File: src/rtl/mem_access_ctrl_pkg.sv
// Shared encodings for the memory stage: memOp, memSize, fault causes and
// the controller FSM states, plus the captured-request record and the
// alignment rule. Imported by the controller, its lane aligner and the
// EX/MEM latch logic.
package mem_access_ctrl_pkg;

  localparam logic [1:0] OP_NONE   = 2'b00;
  localparam logic [1:0] OP_LOAD_S = 2'b01;
  localparam logic [1:0] OP_STORE  = 2'b10;
  localparam logic [1:0] OP_LOAD_U = 2'b11;

  localparam logic [1:0] SIZE_BYTE = 2'b00;
  localparam logic [1:0] SIZE_HALF = 2'b01;
  localparam logic [1:0] SIZE_WORD = 2'b10;
  localparam logic [1:0] SIZE_BAD  = 2'b11;

  localparam logic [1:0] CAUSE_NONE    = 2'b00;
  localparam logic [1:0] CAUSE_ALIGN   = 2'b01;
  localparam logic [1:0] CAUSE_BUS     = 2'b10;
  localparam logic [1:0] CAUSE_TIMEOUT = 2'b11;

  localparam logic [1:0] ST_IDLE = 2'b00;
  localparam logic [1:0] ST_REQ  = 2'b01;
  localparam logic [1:0] ST_RESP = 2'b10;
  localparam logic [1:0] ST_DONE = 2'b11;

  // One memory operation as sampled from the EX/MEM latch in IDLE.
  typedef struct packed {
    logic [1:0]  op;
    logic [1:0]  size;
    logic [31:0] addr;
    logic [31:0] data;
    logic [4:0]  rd;
  } mem_req_t;

  // Halves need an even address, words a 4-byte aligned one; size 11 is
  // never legal and is reported through the same fault cause.
  function automatic logic is_misaligned(input logic [1:0] size, input logic [1:0] lsb);
    case (size)
      SIZE_HALF: return lsb[0];
      SIZE_WORD: return lsb != 2'b00;
      SIZE_BAD:  return 1'b1;
      default:   return 1'b0;
    endcase
  endfunction

endpackage

File: src/rtl/mem_access_ctrl_if.sv
// Data-memory bus between the memory-stage controller (master) and the
// data memory (slave).
//   dmemReq/We/Addr/Wdata/Be : request, held until dmemGnt
//   dmemGnt                  : request accepted this cycle
//   dmemRvalid/Rdata/Err     : response or write ack, error qualified by rvalid
interface mem_access_ctrl_if;
  logic        dmemReq;
  logic        dmemWe;
  logic [31:0] dmemAddr;
  logic [31:0] dmemWdata;
  logic [3:0]  dmemBe;
  logic        dmemGnt;
  logic        dmemRvalid;
  logic [31:0] dmemRdata;
  logic        dmemErr;

  modport master (
    output dmemReq, dmemWe, dmemAddr, dmemWdata, dmemBe,
    input  dmemGnt, dmemRvalid, dmemRdata, dmemErr
  );

  modport slave (
    input  dmemReq, dmemWe, dmemAddr, dmemWdata, dmemBe,
    output dmemGnt, dmemRvalid, dmemRdata, dmemErr
  );
endinterface

File: src/rtl/mem_access_ctrl_lane_align.sv
// Combinational byte-lane steering for the memory stage.
//   size, addr_lsb     : access size and low address bits
//   store_data         : rs2 value, low bytes significant
//   be, wdata          : store byte enables and lane-replicated write data
//   rdata, sign_ext    : read word and signed/unsigned load flag
//   load_data          : extracted and extended load result
module mem_lane_align
  import mem_access_ctrl_pkg::*;
(
  input  logic [1:0]  size,
  input  logic [1:0]  addr_lsb,
  input  logic [31:0] store_data,
  input  logic [31:0] rdata,
  input  logic        sign_ext,
  output logic [3:0]  be,
  output logic [31:0] wdata,
  output logic [31:0] load_data
);

  logic [31:0] lane;

  // Replicating the store data across lanes lets the memory pick the
  // enabled bytes without needing its own shifter.
  always_comb begin
    be    = 4'b1111;
    wdata = store_data;
    case (size)
      SIZE_BYTE: begin
        be    = 4'b0001 << addr_lsb;
        wdata = {4{store_data[7:0]}};
      end
      SIZE_HALF: begin
        be    = addr_lsb[1] ? 4'b1100 : 4'b0011;
        wdata = {2{store_data[15:0]}};
      end
      default: begin
        be    = 4'b1111;
        wdata = store_data;
      end
    endcase
  end

  assign lane = rdata >> {addr_lsb, 3'b000};

  always_comb begin
    load_data = lane;
    case (size)
      SIZE_BYTE: load_data = {{24{sign_ext & lane[7]}}, lane[7:0]};
      SIZE_HALF: load_data = {{16{sign_ext & lane[15]}}, lane[15:0]};
      default:   load_data = lane;
    endcase
  end

endmodule

File: src/rtl/mem_access_ctrl.sv
// Memory-stage sequencer: one data-memory transaction per memOp, stalling
// the EX/MEM latch while it is in flight and returning load data/faults.
//   clk, reset            : clock, asynchronous active-high reset
//   memOp..rdIn           : EX/MEM latch fields
//   dmem                  : data-memory bus (master side)
//   memStall              : hold EX/MEM and earlier stages
//   loadValid/Data/Rd     : 1-cycle load writeback pulse
//   memFault, faultCause  : 1-cycle fault pulse and its reason
module mem_access_ctrl
  import mem_access_ctrl_pkg::*;
#(
  parameter int TIMEOUT_CYCLES = 256
) (
  input  logic                    clk,
  input  logic                    reset,
  input  logic [1:0]              memOp,
  input  logic [1:0]              memSize,
  input  logic [31:0]             addr,
  input  logic [31:0]             storeData,
  input  logic [4:0]              rdIn,
  mem_access_ctrl_if.master       dmem,
  output logic                    memStall,
  output logic                    loadValid,
  output logic [31:0]             loadData,
  output logic [4:0]              loadRd,
  output logic                    memFault,
  output logic [1:0]              faultCause
);

  localparam int CNT_W = (TIMEOUT_CYCLES > 1) ? $clog2(TIMEOUT_CYCLES) : 1;

  logic [1:0]       state_q, state_d;
  mem_req_t         req_q, req_d;
  logic [1:0]       cause_q, cause_d;
  logic [CNT_W-1:0] cnt_q, cnt_d;
  logic [31:0]      load_data_q, load_data_d;

  logic             timeout_hit;
  logic             is_store;
  logic             in_req;
  logic             in_done;
  logic [3:0]       lane_be;
  logic [31:0]      lane_wdata;
  logic [31:0]      lane_load;

  mem_lane_align u_align (
    .size       (req_q.size),
    .addr_lsb   (req_q.addr[1:0]),
    .store_data (req_q.data),
    .rdata      (dmem.dmemRdata),
    .sign_ext   (req_q.op == OP_LOAD_S),
    .be         (lane_be),
    .wdata      (lane_wdata),
    .load_data  (lane_load)
  );

  // The counter holds the number of REQ/RESP cycles already spent, so the
  // timeout fires in the TIMEOUT_CYCLES-th such cycle.
  assign timeout_hit = (TIMEOUT_CYCLES != 0) && (cnt_q == CNT_W'(TIMEOUT_CYCLES - 1));
  assign is_store    = req_q.op == OP_STORE;

  always_comb begin
    state_d     = state_q;
    req_d       = req_q;
    cause_d     = cause_q;
    cnt_d       = cnt_q;
    load_data_d = load_data_q;
    case (state_q)
      ST_IDLE: begin
        if (memOp != OP_NONE) begin
          req_d.op   = memOp;
          req_d.size = memSize;
          req_d.addr = addr;
          req_d.data = storeData;
          req_d.rd   = rdIn;
          cnt_d      = '0;
          if (is_misaligned(memSize, addr[1:0])) begin
            state_d = ST_DONE;
            cause_d = CAUSE_ALIGN;
          end else begin
            state_d = ST_REQ;
            cause_d = CAUSE_NONE;
          end
        end
      end
      // A grant landing on the timeout cycle is abandoned along with the request.
      ST_REQ: begin
        if (timeout_hit) begin
          state_d = ST_DONE;
          cause_d = CAUSE_TIMEOUT;
        end else begin
          cnt_d = cnt_q + CNT_W'(1);
          if (dmem.dmemGnt) state_d = ST_RESP;
        end
      end
      // A response in the timeout cycle still completes the access.
      ST_RESP: begin
        if (dmem.dmemRvalid) begin
          state_d = ST_DONE;
          cause_d = dmem.dmemErr ? CAUSE_BUS : CAUSE_NONE;
          if (!is_store) load_data_d = lane_load;
        end else if (timeout_hit) begin
          state_d = ST_DONE;
          cause_d = CAUSE_TIMEOUT;
        end else begin
          cnt_d = cnt_q + CNT_W'(1);
        end
      end
      default: state_d = ST_IDLE;
    endcase
  end

  always_ff @(posedge clk or posedge reset) begin
    if (reset) begin
      state_q     <= ST_IDLE;
      req_q       <= '0;
      cause_q     <= CAUSE_NONE;
      cnt_q       <= '0;
      load_data_q <= '0;
    end else begin
      state_q     <= state_d;
      req_q       <= req_d;
      cause_q     <= cause_d;
      cnt_q       <= cnt_d;
      load_data_q <= load_data_d;
    end
  end

  assign in_req  = state_q == ST_REQ;
  assign in_done = state_q == ST_DONE;

  // Stall releases in DONE so the latch advances on that edge and IDLE
  // sees the following op rather than re-issuing this one.
  assign memStall = ((state_q == ST_IDLE) && (memOp != OP_NONE)) ||
                    in_req || (state_q == ST_RESP);

  assign dmem.dmemReq   = in_req;
  assign dmem.dmemWe    = in_req && is_store;
  assign dmem.dmemAddr  = in_req ? {req_q.addr[31:2], 2'b00} : 32'h0;
  assign dmem.dmemWdata = (in_req && is_store) ? lane_wdata : 32'h0;
  assign dmem.dmemBe    = in_req ? (is_store ? lane_be : 4'b1111) : 4'b0000;

  assign loadValid  = in_done && (cause_q == CAUSE_NONE) && !is_store;
  assign memFault   = in_done && (cause_q != CAUSE_NONE);
  assign faultCause = in_done ? cause_q : CAUSE_NONE;
  assign loadData   = load_data_q;
  assign loadRd     = req_q.rd;

endmodule

File: src/flat_wrapper.sv
// flat-port wrapper written by rule: the top's interface ports become plain ports
module mem_access_ctrl_flat import mem_access_ctrl_pkg::*;
#(
  parameter int TIMEOUT_CYCLES = 256
)
  (clk, reset, memOp, memSize, addr, storeData, rdIn, memStall, loadValid, loadData, loadRd, memFault, faultCause, dmem_dmemReq, dmem_dmemWe, dmem_dmemAddr, dmem_dmemWdata, dmem_dmemBe, dmem_dmemGnt, dmem_dmemRvalid, dmem_dmemRdata, dmem_dmemErr);
  mem_access_ctrl_if dmem_i ();
  input  logic clk;
  input  logic reset;
  input  logic [1:0] memOp;
  input  logic [1:0] memSize;
  input  logic [31:0] addr;
  input  logic [31:0] storeData;
  input  logic [4:0] rdIn;
  output logic memStall;
  output logic loadValid;
  output logic [31:0] loadData;
  output logic [4:0] loadRd;
  output logic memFault;
  output logic [1:0] faultCause;
  output wire logic [$bits(dmem_i.dmemReq)-1:0] dmem_dmemReq;
  output wire logic [$bits(dmem_i.dmemWe)-1:0] dmem_dmemWe;
  output wire logic [$bits(dmem_i.dmemAddr)-1:0] dmem_dmemAddr;
  output wire logic [$bits(dmem_i.dmemWdata)-1:0] dmem_dmemWdata;
  output wire logic [$bits(dmem_i.dmemBe)-1:0] dmem_dmemBe;
  input wire logic [$bits(dmem_i.dmemGnt)-1:0] dmem_dmemGnt;
  input wire logic [$bits(dmem_i.dmemRvalid)-1:0] dmem_dmemRvalid;
  input wire logic [$bits(dmem_i.dmemRdata)-1:0] dmem_dmemRdata;
  input wire logic [$bits(dmem_i.dmemErr)-1:0] dmem_dmemErr;
  assign dmem_dmemReq = dmem_i.dmemReq;
  assign dmem_dmemWe = dmem_i.dmemWe;
  assign dmem_dmemAddr = dmem_i.dmemAddr;
  assign dmem_dmemWdata = dmem_i.dmemWdata;
  assign dmem_dmemBe = dmem_i.dmemBe;
  assign dmem_i.dmemGnt = dmem_dmemGnt;
  assign dmem_i.dmemRvalid = dmem_dmemRvalid;
  assign dmem_i.dmemRdata = dmem_dmemRdata;
  assign dmem_i.dmemErr = dmem_dmemErr;
  mem_access_ctrl #(.TIMEOUT_CYCLES(TIMEOUT_CYCLES)) u_core (.clk(clk), .reset(reset), .memOp(memOp), .memSize(memSize), .addr(addr), .storeData(storeData), .rdIn(rdIn), .dmem(dmem_i), .memStall(memStall), .loadValid(loadValid), .loadData(loadData), .loadRd(loadRd), .memFault(memFault), .faultCause(faultCause));
endmodule
File: config.mk
export PLATFORM = sky130hd
export DESIGN_NAME = mem_access_ctrl_flat
export DESIGN_NICKNAME = d
export VERILOG_FILES = /design/src/rtl/mem_access_ctrl_pkg.sv /design/src/rtl/mem_access_ctrl_if.sv /design/src/rtl/mem_access_ctrl_lane_align.sv /design/src/rtl/mem_access_ctrl.sv /design/src/flat_wrapper.sv
export SDC_FILE = /design/constraint.sdc
export NUM_CORES = 1
export LEC_CHECK = 0
export ABC_CLOCK_PERIOD_IN_PS = 4200
export CAP_MARGIN = 40
export CORE_MARGIN = 3
export CORE_UTILIZATION = 45
export CTS_BUF_LIST = sky130_fd_sc_hd__clkbuf_2 sky130_fd_sc_hd__clkbuf_4 sky130_fd_sc_hd__clkbuf_8
export CTS_CLUSTER_SIZE = 25
export DETAILED_ROUTE_END_ITERATION = 6
export HOLD_SLACK_MARGIN = 0.08
export PLACE_DENSITY = 0.88
export SLEW_MARGIN = 20
export SYNTH_ARGS = -nofsm -noshare
export SYNTH_HDL_FRONTEND = slang
export SYNTH_SLANG_ARGS = --single-unit
File: constraint.sdc
create_clock -name clk -period 4.2 [get_ports clk]
set_input_delay 0.42 -clock clk [delete_from_list [all_inputs] [get_ports clk]]
set_output_delay 0.42 -clock clk [all_outputs]
set_load 0.005 [all_outputs]
==> results of run 1 <==
[cells in the mapped netlist, types with 8 or more instances]
library cell / count / area share [%]
dfrtp_1: 117 / 48
nor2_1: 58 / 3.6
mux2_1: 50 / 9.3
a21oi_1: 42 / 3.5
nand2_1: 41 / 2.5
and2_1: 34 / 3.5
mux2i_1: 32 / 5.3
mux2_2: 30 / 5.6
clkbuf_1: 23 / 1.4
o21ai_0: 17 / 1.4
nor2b_1: 14 / 1.4
and3_1: 10 / 1.0
a31oi_1: 9 / 0.93
buf_1: 9 / 0.56
a211oi_1: 8 / 0.99
inv_1: 8 / 0.49
nand3_1: 8 / 0.66
o22a_1: 8 / 1.2
[flip-flops by register name, summed over array words and instances, names as in the netlist]
register         cells
u_core.req_q        68
u_core.cnt_q         8
u_core.loadData     32
u_core.loadRd        5
u_core.state_q       2
u_core.cause_q       2
[worst max path at each step]
stage | cells past startpoint | slack, ns | to | start
3_5_place_dp | 5 | 1.49 | u_core.loadData[18] | dmem_dmemRdata[31]
2_1_floorplan | 1 | 0.68 | u_core.cause_q[0] | reset
4_1_cts | 5 | 1.02 | dmem_dmemWdata[10] | u_core.req_q[70]
6_report | 5 | 1.04 | dmem_dmemWdata[10] | u_core.req_q[70]
3_3_place_gp | 4 | 1.42 | u_core.loadData[22] | u_core.req_q[70]
5_1_grt | 5 | 0.90 | dmem_dmemWdata[10] | u_core.req_q[70]
[cells by family (layout without fill, tap and decap cells)]
family | Yosys count | after routing | share of synthesized area (%)
AOI/OAI and AO/OA | 106 | 106 | 11.0
muxes | 113 | 113 | 20.5
xor gates and xnor gates | 1 | 1 | 0.144
adders and majority gates | 5 | 5 | 1.03
other | 1 | 2 | 0.0618
and+or+nand+nor | 186 | 186 | 15.2
DFF | 117 | 117 | 48.2
buffers and inverters | 53 | 270 | 3.83
[power breakdown]
part	total [mW]	switching (mW)	leakage [nW]	internal, mW
Sequential	2.14	0.451	1.39	1.69
Combinational	3.02	1.38	2.08	1.64
Clock	1.22	0.490	0.226	0.729
Total	6.38	2.33	3.70	4.06
[through the flow]
| stage | hold slack [ns] | power, mW |
|---|---|---|
| global route | 0.441 | 6.79 |
| detailed placement | 0.473 | 5.16 |
| finish | 0.416 | 6.38 |
| global placement | 0.466 | 5.01 |
| CTS | 0.428 | 6.42 |
| floorplan | 0.456 | 3.83 |
[layer usage]
metal	track usage [%]	share of wire, %	wire length (um)
met5	0	0	0
met4	10.3	3.1	555
met3	8.50	9.8	1760
met2	38.2	47	8370
met1	30.3	41	7290
[critical path: stages (launching register included)]
cell,delay (ns)
dfrtp_1,0.59
buf_8,0.26
nor2_1,0.59
nand2_1,0.13
a21oi_1,0.19
clkdlybuf4s50_1,0.55
[cell type report]
cell class | instances | area [sq um] | area share, %
well taps | 172 | 215 | 2.42
multi-input cells | 413 | 2930 | 33.0
flip-flops and latches | 117 | 2930 | 33.0
clock inverters | 14 | 225 | 2.54
inverters | 8 | 32.5 | 0.367
repair buffers | 230 | 2300 | 25.9
clock buffers | 18 | 248 | 2.79
==> flow_metrics.tcl, run 1 <==
set metrics [dict create \
    die-area_sq_mm 0.0149 \
    coreArea_sq_mm 0.0129 \
    die_w_um 122 \
    cts_hold_buf 0 \
    antenna_found_initial 0 \
    dp.cells 940 \
    num_vias 5278 \
    dpl_worst_slack_ns 1.49 \
    fin_crit_sh_pct 75.2 \
    r2r_cells 4 \
    stdcell_count 972 \
    rsz0062_at_grt "false" \
    cp_max_fo 18 \
    synth-seq-cells 117 \
    layout_setup_ws_ns 1.04 \
    hpwl_mm 13.2 \
    async_flop_share_pct 100 \
    drt-pass1-iter-count 5 \
    hold_class "input port to asynchronous set/reset pin" \
    ys_types 49 \
    outcome "finished clean" \
    fin_nets 902 \
    ant_nets 0 \
    p_leak_nw 3.70 \
    slew_headroom_pct 45.1 \
    irDropWorstVdd_mv 0.446 \
    clockRootBuffer "clkbuf_8" \
    slew_viol_final 0 \
    reg2reg_to "u_core.loadData[18]" \
    wl_per_cell_um 18.5 \
    finalSetupViolations 0 \
    placed_cell_area_sq_mm 0.00840 \
    ys_warn_count 0 \
    grt.overflow.total 0 \
    routed_via_density 5.43 \
    final_cell_mix "219 x clkdlybuf4s50_1, 117 x dfrtp_1, 57 x nor2_1, 50 x mux2_1, 42 x a21oi_1" \
    yosysSeqAreaShare_pct 48.2 \
    drt-total-wl_mm 18.0 \
    cts.clk_slew.worst_paths_ns 0.07 \
    maxCapViolCount 0 \
    synthCells 582 \
    syn_to_final_growth_pct 46.2 \
    final_common_cell "clkdlybuf4s50_1" \
    clock-sinks 117 \
    cts_tree "built" \
    clk_latency_ns 0.44 \
    fin_util_pct 68.7 \
    rows 41 \
    r2r_slack_ns 1.59 \
    numCtsBuffers 17 \
    diodes 0 \
    finalCriticalPeriod_ns 3.16 \
    critPathCaptureType "output pin" \
    max_freq_ghz 0.316 \
    grt_usage_pct 24.2 \
    globalplace.congestion 0.953 \
    drcViolationCount 0 \
    io_buffers 219 \
    design_area_sq_mm 0.00887 \
    syn-cell-area_sq_mm 0.00607 \
    grt_pass1_vias 5363 \
    die_h_um 122 \
    tns_ns 0 \
    grt_max_degree 48 \
    drive_gt1_share_pct 9.88 \
    fin_skew_ns 0.00667 \
    grt_first_pass_wirelength_mm 28.0 \
    worst_slew_pin_slew_ns 0.821 \
    power_density_mw_per_mm2 719 \
    criticalPathCategory "flip-flop to output pin" \
    worst_ep_required_time_ns 3.78 \
    finalHoldViolations 0 \
    drt_iter0_drc 352 \
    cp-start-kind "flip-flop" \
    ctsResizeCount 0 \
    htree_levels 4 \
    synth_ff_type "dfrtp_1" \
    syn_area_per_cell_sq_um 10.4 \
    io_pins 222 \
    start_util_pct 47.0 \
    r2r_start "u_core.req_q[69]" \
    postCtsSetupBuffers 0 \
    clockBufferDepth 2 \
    crit_arrival_ns 2.74 \
    synth_edf_count 0 \
    fillCellCount 962 \
]
Power figures use the tool's default switching activity.
==> run 2: changes to the inputs <==
Settings changed: ABC_CLOCK_PERIOD_IN_PS 4200 to 3100.
Clock period 4.2 ns to 3.1 ns, I/O delays scaled along.
==> run 2 against run 1 <==
  * Critical path depth unchanged
  * Largest power group unchanged
  * Highest routed layer unchanged
  * Final cell count rose by 0.41%
  * Cell area barely moved
  * Clock skew is 0.0010 ns higher
  * Clock power increased by 30%
  * Largest cell class is now multi-input combinational cells
  * Combinational power increased by 38%
==> flow_metrics.tcl, run 2 (same netlist as run 1, synthesis figures left out) <==
set metrics [dict create \
    antenna_found_initial 0 \
    drt-pass1-iter-count 5 \
    slowest_stage "clkdlybuf4s50_1" \
    diodes 0 \
    maxCapViolCount 0 \
    critPathMaxStageDelay_ns 0.53 \
    dp.cells 944 \
    die_w_um 122 \
    criticalPathCategory "flip-flop to output pin" \
    die_h_um 122 \
    r2r_cells 7 \
    fillCellCount 964 \
    drt-total-wl_mm 18.4 \
    largest_reg_flops 68 \
    hpwl_mm 13.6 \
    grt_max_degree 57 \
    cp_max_fo 35 \
    grt.overflow.total 0 \
    placed_cell_area_sq_mm 0.00842 \
    rsz0062_at_grt "false" \
    max_freq_ghz 0.353 \
    drive_gt1_share_pct 10.4 \
    clockBufferDepth 2 \
    r2r_slack_ns 0.71 \
    r2r_start "u_core.state_q[1]" \
    grt_pass1_vias 5663 \
    worst_slew_pin_slew_ns 0.654 \
    reg2reg_to "u_core.state_q[1]" \
    cts_tree "built" \
    ant_nets 0 \
    layout_setup_ws_ns 0.264 \
    fin_crit_sh_pct 91.5 \
    routed_via_density 5.48 \
    design_area_sq_mm 0.00888 \
    p_leak_nw 3.71 \
    start_util_pct 47.0 \
    drt_iter0_drc 414 \
    top_register "u_core.req_q" \
    stdcell_count 976 \
    fin_skew_ns 0.00772 \
    clockRootBuffer "clkbuf_8" \
    crit_arrival_ns 2.53 \
    cts_hold_buf 0 \
    finalSetupViolations 0 \
    outcome "finished clean" \
    rows 41 \
    syn_to_final_growth_pct 46.3 \
    tns_ns 0 \
    startpoint "u_core.state_q[1]" \
    finalHoldViolations 0 \
    final_cell_mix "219 x clkdlybuf4s50_1, 117 x dfrtp_1, 57 x nor2_1, 50 x mux2_1, 42 x a21oi_1" \
    critPathCaptureType "output pin" \
    final_common_cell "clkdlybuf4s50_1" \
    slew_viol_final 0 \
    finalPower_mw 8.60 \
    irDropWorstVdd_mv 0.593 \
    clk_latency_ns 0.43 \
    io_pins 222 \
    dpl_worst_slack_ns 0.637 \
    slew_headroom_pct 56.4 \
    num_vias 5349 \
    wl_per_cell_um 18.9 \
    coreArea_sq_mm 0.0129 \
    cp-start-kind "flip-flop" \
    crit_chain "inv_1, ha_1, buf_4, a21boi_0, clkdlybuf4s50_1" \
    globalplace.congestion 0.956 \
    grt_usage_pct 25.1 \
    grt_first_pass_wirelength_mm 29.0 \
    fin_nets 906 \
    drcViolationCount 0 \
    numCtsBuffers 17 \
    htree_levels 4 \
    clock-sinks 117 \
    die-area_sq_mm 0.0149 \
    hold_class "input port to asynchronous set/reset pin" \
    cts.clk_slew.worst_paths_ns 0.07 \
    worst_ep_required_time_ns 2.79 \
    io_buffers 219 \
    finalCriticalPeriod_ns 2.84 \
    power_density_mw_per_mm2 968 \
]
## run 2: worst max path at each step
stage          slack [ns]            endpoint  cells past startpoint
2_1_floorplan        1.20  u_core.loadData[0]                      7
3_3_place_gp         0.81      dmem_dmemBe[0]                      6
3_5_place_dp         0.64      dmem_dmemBe[1]                      6
4_1_cts              0.16      dmem_dmemBe[1]                      6
5_1_grt              0.08      dmem_dmemBe[2]                      5
6_report             0.26      dmem_dmemBe[3]                      5
## run 2: critical path, delay by kind of cell (launching register included)
| kind | cells | cell delay (ns) |
|---|---|---|
| AOI/OAI and AO/OA | 1 | 0.22 |
| adders and majority gates | 1 | 0.45 |
| buffers and inverters | 3 | 1.01 |
| DFF | 1 | 0.41 |
## run 2: power by group
group	switching (mW)	internal, mW	total, mW
clock	0.596	0.987	1.58
sequential	0.544	2.29	2.84
combinational	1.95	2.22	4.18
## run 2: stage by stage
| stage | hold WS (ns) | utilization (%) |
|---|---|---|
| after floorplan | 0.415 | - |
| after global placement | 0.467 | 65.1 |
| after detailed placement | 0.474 | 65.1 |
| after CTS | 0.310 | 68.7 |
| after global routing | 0.360 | 68.7 |
| final | 0.317 | 68.7 |
## run 2: layout make-up
| cell class | instances | area, sq um | share of cell area [%] |
|---|---|---|---|
| timing repair buffer | 234 | 2320 | 26.1 |
| sequential | 117 | 2930 | 33.0 |
| clock inverter | 8 | 145 | 1.63 |
| inverter | 8 | 33.8 | 0.380 |
| multi-input combinational | 413 | 2930 | 33.0 |
| clock buffer | 24 | 312 | 3.51 |
| tap | 172 | 215 | 2.42 |
## run 2: timing repair
action / in CTS / in global routing
setup buffers: 0 / 0
resized for setup: 0 / 1
setup endpoints to repair: 0 / 2
## run 2: routing by layer
metal	global-route usage (%)	up-vias	part of all wire, %
met5	0	-	0
met4	10.9	0	3.7
met2	41.4	282	48
met1	30.2	2562	39
met3	8.12	58	9.9
li1	-	2447	-
